==> src/rtl/vc_rr_scheduler.sv <==
// rtl/vc_rr_scheduler.sv - round-robin drain of eight VC FIFOs into one egress FIFO
//
// Purpose: pops one non-empty per-VC FIFO per cycle in round-robin order and
// forwards the returned word to the downstream FIFO two cycles later.
// Ports:
//   i_clk, i_reset      rising-edge clock, asynchronous active-high reset
//   i_enable            permission to issue new pops
//   i_empty_fifos[7:0]  empty flag per input FIFO
//   i_data_in           read data of FIFO i on [i*DATA_WIDTH +: DATA_WIDTH]
//   i_almost_full_out   downstream almost-full (backpressure)
//   o_pop[7:0]          one-hot pop strobe
//   o_grant[2:0]        index of FIFO popped
//   o_push_out          write strobe to downstream FIFO
//   o_data_out          word to downstream FIFO
//   o_idle_out          nothing pending, nothing in flight, state IDLE
module vc_rr_scheduler #(
    parameter int DATA_WIDTH = 10
) (
    input  logic                    i_clk,
    input  logic                    i_reset,
    input  logic                    i_enable,
    input  logic [7:0]              i_empty_fifos,
    input  logic [8*DATA_WIDTH-1:0] i_data_in,
    input  logic                    i_almost_full_out,
    output logic [7:0]              o_pop,
    output logic [2:0]              o_grant,
    output logic                    o_push_out,
    output logic [DATA_WIDTH-1:0]   o_data_out,
    output logic                    o_idle_out
);

    typedef enum logic [1:0] {
        S_IDLE  = 2'd0,
        S_ARB   = 2'd1,
        S_STALL = 2'd2
    } state_t;

    state_t                r_state;
    state_t                w_next_state;
    logic [2:0]            r_last;
    logic [7:0]            r_pop;
    logic [2:0]            r_grant;
    logic                  r_rd_valid;
    logic [2:0]            r_rd_idx;
    logic                  r_push;
    logic [DATA_WIDTH-1:0] r_data_out;
    logic                  r_idle;

    logic [7:0]            w_eligible;
    logic                  w_any_eligible;
    logic                  w_do_pop;
    logic [2:0]            w_pick;
    logic                  w_idle_next;

    // First eligible index searching upward from last+1, wrapping mod 8.
    function automatic logic [2:0] rr_pick(input logic [7:0] elig, input logic [2:0] last);
        logic [2:0] idx;
        logic [2:0] res;
        logic       found;
        res   = last;
        found = 1'b0;
        for (int off = 1; off <= 8; off++) begin
            idx = last + 3'(off);
            if (!found && elig[idx]) begin
                res   = idx;
                found = 1'b1;
            end
        end
        return res;
    endfunction

    // A FIFO popped this cycle may still show a stale non-empty flag, so it
    // sits out the next arbitration.
    assign w_eligible     = ~i_empty_fifos & ~r_pop;
    assign w_any_eligible = |w_eligible;
    assign w_pick         = rr_pick(w_eligible, r_last);

    // In every state a pop goes out exactly when enabled, not backpressured
    // and something is eligible; the FSM below only tracks which phase we are in.
    assign w_do_pop = i_enable & ~i_almost_full_out & w_any_eligible;

    always_comb begin
        w_next_state = r_state;
        case (r_state)
            S_IDLE: begin
                if (w_do_pop) w_next_state = S_ARB;
            end
            S_ARB: begin
                if (!i_enable)              w_next_state = S_IDLE;
                else if (i_almost_full_out) w_next_state = S_STALL;
                else if (!w_any_eligible)   w_next_state = S_IDLE;
            end
            S_STALL: begin
                if (!i_enable)               w_next_state = S_IDLE;
                else if (!i_almost_full_out) w_next_state = S_ARB;
            end
            default: w_next_state = S_IDLE;
        endcase
    end

    // Idle only once both pipeline stages behind the pop are empty too.
    assign w_idle_next = (w_next_state == S_IDLE) & ~w_do_pop & ~(|r_pop) & ~r_rd_valid;

    always_ff @(posedge i_clk or posedge i_reset) begin
        if (i_reset) begin
            r_state    <= S_IDLE;
            r_last     <= 3'd7;
            r_pop      <= 8'd0;
            r_grant    <= 3'd0;
            r_rd_valid <= 1'b0;
            r_rd_idx   <= 3'd0;
            r_push     <= 1'b0;
            r_data_out <= '0;
            r_idle     <= 1'b1;
        end else begin
            r_state <= w_next_state;
            if (w_do_pop) begin
                r_pop   <= 8'd1 << w_pick;
                r_grant <= w_pick;
                r_last  <= w_pick;
            end else begin
                r_pop   <= 8'd0;
            end
            r_rd_valid <= |r_pop;
            r_rd_idx   <= r_grant;
            r_push     <= r_rd_valid;
            if (r_rd_valid) begin
                r_data_out <= i_data_in[int'(r_rd_idx)*DATA_WIDTH +: DATA_WIDTH];
            end
            r_idle <= w_idle_next;
        end
    end

    assign o_pop      = r_pop;
    assign o_grant    = r_grant;
    assign o_push_out = r_push;
    assign o_data_out = r_data_out;
    assign o_idle_out = r_idle;

endmodule

==> config.mk <==
export PLATFORM = sky130hd
export DESIGN_NAME = vc_rr_scheduler
export DESIGN_NICKNAME = d
export VERILOG_FILES = /design/src/rtl/vc_rr_scheduler.sv
export SDC_FILE = /design/constraint.sdc
export NUM_CORES = 1
export LEC_CHECK = 0
export BUFFER_PORTS_ARGS = -buffer_cell sky130_fd_sc_hd__buf_2
export CAP_MARGIN = 20
export CORE_MARGIN = 10
export CORE_UTILIZATION = 49
export DETAILED_ROUTE_END_ITERATION = 12
export HOLD_SLACK_MARGIN = 0.15
export PLACE_DENSITY = 0.83
export SYNTH_ARGS = -nofsm -noshare
export SYNTH_HDL_FRONTEND = slang
export SYNTH_SLANG_ARGS = --single-unit
export TNS_END_PERCENT = 1
==> constraint.sdc <==
create_clock -name i_clk -period 4.35 [get_ports i_clk]
set_input_delay 0 -clock i_clk [delete_from_list [all_inputs] [get_ports i_clk]]
set_output_delay 0 -clock i_clk [all_outputs]
set_load 0.1 [all_outputs]
==> metrics.md, run 1 <==
| Metric | Value |
|---|---|
| Cell count after synthesis | 251 |
| Total grt overflow | 0 |
| Worst EP arrival | 3.97 ns |
| Fin nets | around 460 |
| Routed Antenna Nets | 0 |
| Fin. Hold Viols | 0 |
| Dominant synthesized flop cell | dfrtp_1 |
| Initial Util | 50.25% |
| Max-cap violation count | 0 |
| Max FO, Critical Path | 27 |
| Port buffer count | around 110 |
| Yosys synthesis warning count | 0 |
| I/O pins | between 100 and 150 |
| Period minus WS final | about 3.7 ns |
| CTS Buf Count | 5 |
| Setup Buffers After CTS | 0 |
| Post-cts sizing count | 0 |
| Post-Synthesis Net Count | 345 |
| Period Utilization, post-route | ~86% |
| Residual DRC | 0 |
| TritonCTS Sinks | 32 |
| Core area | 5473 sq um |
| Die W | between 90 and 100 um |
| Synth Area in Adders | 0.9099% |
| RSZ-0062 raised after global routing | no |
| Final setup vio count | 0 |
| Wire per inst | 20.14 um |
| Final GP Congestion | 0.9496 |
| Vias in the first global route | 2777 |
| First-pass GRT wire length | between 10000 and 15000 um |
| Setup TNS | 0 ns |
| Register area share after synthesis | 29.30% |
| Largest net degree at the start of global routing | 33 |
| WP data required | 4.58 ns |
| Antenna Cells | 0 |
| Hold Crit Class | in2reg |
| Post-Route WL | 8803 um |
| Area growth syn-to-layout | 28.16% |
| Max Clk Rate | roughly 270 MHz |
| Pre-antenna DRT Iters | 5 |
| GRT Total Usage | between 10% and 20% |
| Synthesized cell area | 2750 sq um |
| CP Launch Type | flip-flop |
| Via count | about 2700 |
| Die height | 94.92 um |
| Yosys reg bits | 32 |
| CTS tree | yes |
| Iter 0 DRT Violations | 141 |
| Xor/xnor share of the synthesized area | 1.911% |
| Clock Tree Buf Depth | 2 |
| CTS H-tree depth | 2 |
| Share of layout cells above drive strength 1 | roughly half |
| Final instance area | between 3000 and 4000 sq um |
| Clock Latency Late Sink | 0.29 ns |
| Root Driver | clkbuf_8 |
| CP Class | reg2reg |
| Mux share of post-synthesis cell area | 35.40% |
| Row count | 27 |
| Largest family of logic cells by synthesized area | multiplexers |
| Yosys cell types | 52 |
| Rel. slew slack | 47.70% |
| Status | complete, no violations |
| CP Capture Type | flip-flop |
| Compound-Gate Fraction of Synth Area | 13.47% |
| Hpwl dp | 7310 um |
| Hold slack final | around 0.16 ns |
| Synth Area per Inst | 10.96 sq um |
| Most frequent cells in the layout | buf_2, nor2_1, mux4_2, dfrtp_1, a21oi_1 |
| Post-route setup slack | 0.6008 ns |
| Full die area | 9009 sq um |
| Setup Skew | 0.009297 ns |
| Commonest non-fill, non-tap cell in the layout | buf_2 |
| Clock transition at path regs | around 0.070 ns |
| Post-DP Area | 3348 sq um |
| Pins Over Slew Limit | 0 |
| Number of synthesized flops with an enable pin | 0 |
| Hold bufs inserted after CTS | 3 |
| Via density | around 6.1 |
| Initial antenna violation count | 0 |
| Place WS | 0.6426 ns |
| Synth Area in Simple Gates | 15.79% |
| Worst-Margin Slew | ~0.8 ns |
| Asr flop ratio synth | 100.0% |
per-stage QoR:
step	cells	utilization, %
finish	437	64.40
global route	437	64.40
CTS	435	63.76
detailed placement	424	61.18
global placement	424	61.18
floorplan	251	-
registers in the layout, indices dropped and copies added, names as in the netlist:
signal and count:
o_idle_out 1, o_push_out 1, o_grant 3, o_pop 8, o_data_out 10, r_state 2, r_rd_idx 3, r_last 3
r_rd_valid 1
synthesized netlist by cell type (2+ instances only):
| cell type | instances | area [sq um] |
|---|---|---|
| a21o_1 | 4 | 30.03 |
| a21oi_1 | 22 | 110.1 |
| a21oi_2 | 2 | 17.52 |
| a221oi_1 | 2 | 17.52 |
| and2_1 | 2 | 12.51 |
| and3_1 | 4 | 25.02 |
| buf_2 | 2 | 10.01 |
| buf_6 | 2 | 22.52 |
| clkbuf_1 | 9 | 33.78 |
| dfrtp_1 | 28 | 700.7 |
| dfstp_2 | 4 | 105.1 |
| ha_1 | 2 | 25.02 |
| inv_1 | 3 | 11.26 |
| mux2_2 | 6 | 67.56 |
| mux2i_1 | 14 | 140.1 |
| mux4_2 | 34 | 765.7 |
| nand2_1 | 7 | 26.28 |
| nand2b_1 | 3 | 18.77 |
| nand3_1 | 3 | 15.01 |
| nand3b_1 | 3 | 22.52 |
| nor2_1 | 38 | 142.6 |
| nor2b_1 | 4 | 25.02 |
| nor3_1 | 5 | 25.02 |
| nor4_1 | 4 | 25.02 |
| o211ai_1 | 4 | 30.03 |
| o21ai_0 | 4 | 20.02 |
| or2_1 | 5 | 31.28 |
| or2_2 | 3 | 18.77 |
| xnor2_1 | 5 | 43.79 |
path summary, 6_finish.rpt:
check,slack [ns],endpoint,cells past startpoint,startpoint
hold reg to reg,0.40,r_rd_idx[0],0,o_grant[0]
hold / removal,0.16,r_state[0],4,i_enable
setup reg to reg,0.60,r_last[2],9,r_last[0]
setup / recovery,0.60,r_last[2],9,r_last[0]
max in group asynchronous,3.67,r_last[1],4,i_reset
min in group asynchronous,0.36,o_pop[3],4,i_reset
final cells by class:
cell class              instances  area (sq um)
fillers                       443          1948
multi-input cells             200          1856
flip-flops and latches         32         805.8
repair buffers                120         643.1
well taps                      72         90.09
clock buffers                   5         68.82
clock inverters                 3         42.54
inverters                       5         18.77
critical path: stages (launching register included):
cell and delay [ns]:
dfstp_2 0.88, inv_2 0.18, ha_1 0.28, xnor2_1 0.48, mux4_2 0.67, nor4_4 0.34
nand2_2 0.10, or4_4 0.46, o21a_4 0.17, a21oi_2 0.12
layer usage:
metal,vias up,global-route usage [%],wire [um]
li1,1195,-,-
met1,1250,19.92,2846
met2,192,35.70,4574
met3,43,6.265,996
met4,0,10.10,385
met5,-,0,0
cells by family after synthesis:
family,count (synthesis)
multiplexers,54
AND/OR/NAND/NOR,85
XOR/XNOR,6
buffers and inverters,19
flip-flops,32
adder cells (fa/ha/maj),2
AO/OA/AOI/OAI,53
Power of run 1 is not shown: default switching activity piles up to over one toggle a cycle in this logic, so the estimate is an artifact.
==> inputs of run 2 (changes only) <==
PLACE_DENSITY = 0.89   (was 0.83)
RECOVER_POWER = 25   (was default)
SKIP_CTS_REPAIR_TIMING = 1   (was default)
==> run 2 against run 1 <==
  * Routed wire length grew 8.9%
  * Final cell count grew 0.23%
  * Critical path type unchanged
  * Utilization shrank 0.23 points
  * Largest cell class unchanged
  * Hold slack gained 0.0039 ns
  * First-iteration DRC count grew 120%
  * Highest routed layer unchanged
  * Fmax shrank 2.5%
==> metrics.md, run 2 (synthesis results as in run 1) <==
| Metric | Value |
|---|---|
| Status | complete, no violations |
| Clock Latency Late Sink | 0.29 ns |
| Commonest non-fill, non-tap cell in the layout | buf_2 |
| CTS H-tree depth | 2 |
| Slowest cell on the critical path | dfstp_2 |
| Area growth syn-to-layout | 27.71% |
| Hold Crit Class | in2async |
| Pins Over Slew Limit | 0 |
| WP data required | between 4 and 5 ns |
| GRT Total Usage | 21.00% |
| Die W | 94.92 um |
| RSZ-0062 raised after global routing | no |
| Most frequent cells in the layout | buf_2, nor2_1, mux4_2, dfrtp_1, a21oi_1 |
| Residual DRC | 0 |
| CP bufs+invs | 1 |
| Max-cap violation count | 0 |
| Post-Route WL | 9583 um |
| Max reg flops | 10 |
| Initial Util | 50.25% |
| Fin nets | 458 |
| Final setup vio count | 0 |
| Post-route setup slack | 0.5037 ns |
| Share of layout cells above drive strength 1 | 49.59% |
| Wire per inst | 21.88 um |
| CP Launch Type | flip-flop |
| Die height | 94.92 um |
| Hpwl dp | 7574 um |
| Routed Antenna Nets | 0 |
| I/O pins | approximately 120 |
| Period minus WS final | ~3.8 ns |
| Place WS | 0.5700 ns |
| Iter 0 DRT Violations | 317 |
| Initial antenna violation count | 1 |
| Vias in the first global route | about 2700 |
| Total grt overflow | 0 |
| Max Clk Rate | 260.0 MHz |
| TritonCTS Sinks | 32 |
| Rel. slew slack | 10.10% |
| Reg2Reg Setup Slack | ~0.50 ns |
| Fin. Hold Viols | 0 |
| Period Utilization, post-route | 88.42% |
| Max FO, Critical Path | 27 |
| Worst EP arrival | 4.06 ns |
| Via count | roughly 2800 |
| CTS tree | yes |
| Setup TNS | 0 ns |
| CTS Buf Count | 5 |
| Setup Skew | 0.009000 ns |
| Clock transition at path regs | 0.07 ns |
| Via density | between 6 and 7 |
| Crit path max-delay family | simple AND/OR/NAND/NOR gates |
| CP Capture Type | flip-flop |
| Largest net degree at the start of global routing | 28 |
| Row count | 27 |
| Final GP Congestion | 1.064 |
| Core area | 5473 sq um |
| Full die area | approximately 9000 sq um |
| CP Class | reg2reg |
| Pre-antenna DRT Iters | 5 |
| Slowest cell delay on critical path | 0.88 ns |
| Port buffer count | 114 |
| First-pass GRT wire length | 14560 um |
| Root Driver | clkbuf_8 |
| Clock Tree Buf Depth | 2 |
| Worst-Margin Slew | around 1.3 ns |
| Fill cells | 425 |
| Worst-path cell chain | inv_2 > ha_1 > xnor2_1 > mux4_2 > nor4_4 > nand2_2 > or4_4 > o21a_4 > a21oi_2 |
run 2: per-stage QoR:
step	cell area, sq um	hold WS, ns	utilization, %	std cells
3_5_place_dp	3376	-0.03582	61.68	425
4_1_cts	3476	-0.3454	63.51	433
2_1_floorplan	2750	0.1132	-	251
5_1_grt	3512	0.1807	64.17	438
6_report	3512	0.1652	64.17	438
3_3_place_gp	3348	0.2893	61.18	424
run 2: final cells by class:
type / count / area, sq um / share of cell area, %
clock buffers: 8 / 100.1 / 2.850
well taps: 72 / 90.09 / 2.565
multi-input cells: 200 / 1856 / 52.83
repair buffers: 120 / 639.4 / 18.20
inverters: 5 / 18.77 / 0.5344
flip-flops and latches: 32 / 805.8 / 22.94
diodes: 1 / 2.502 / 0.07125
run 2: path summary, 6_finish.rpt:
kind                       startpoint            end  cells past startpoint
max                         r_last[0]     o_grant[2]                      9
min                           i_reset  o_data_out[8]                      3
max reg2reg                 r_last[0]     o_grant[2]                      9
min reg2reg                o_grant[0]    r_rd_idx[0]                      0
max in group asynchronous     i_reset     o_grant[2]                      4
min in group i_clk           i_enable     r_state[0]                      4
run 2: per-layer routing:
layer | vias to the layer above | global-route usage [%] | wire [um]
li1 | 1199 | - | -
met1 | 1337 | 22.17 | 3298
met2 | 202 | 37.24 | 4976
met3 | 33 | 6.423 | 915
met4 | 0 | 10.22 | 393
met5 | - | 0 | 0
run 2: worst reg2reg max path, cell delays in order (launching register included):
cell and delay (ns):
dfstp_2 0.88, inv_2 0.19, ha_1 0.29, xnor2_1 0.50, mux4_2 0.68, nor4_4 0.37
nand2_2 0.10, or4_4 0.47, o21a_4 0.17, a21oi_2 0.12
Power of run 2 is left out for the same reason.
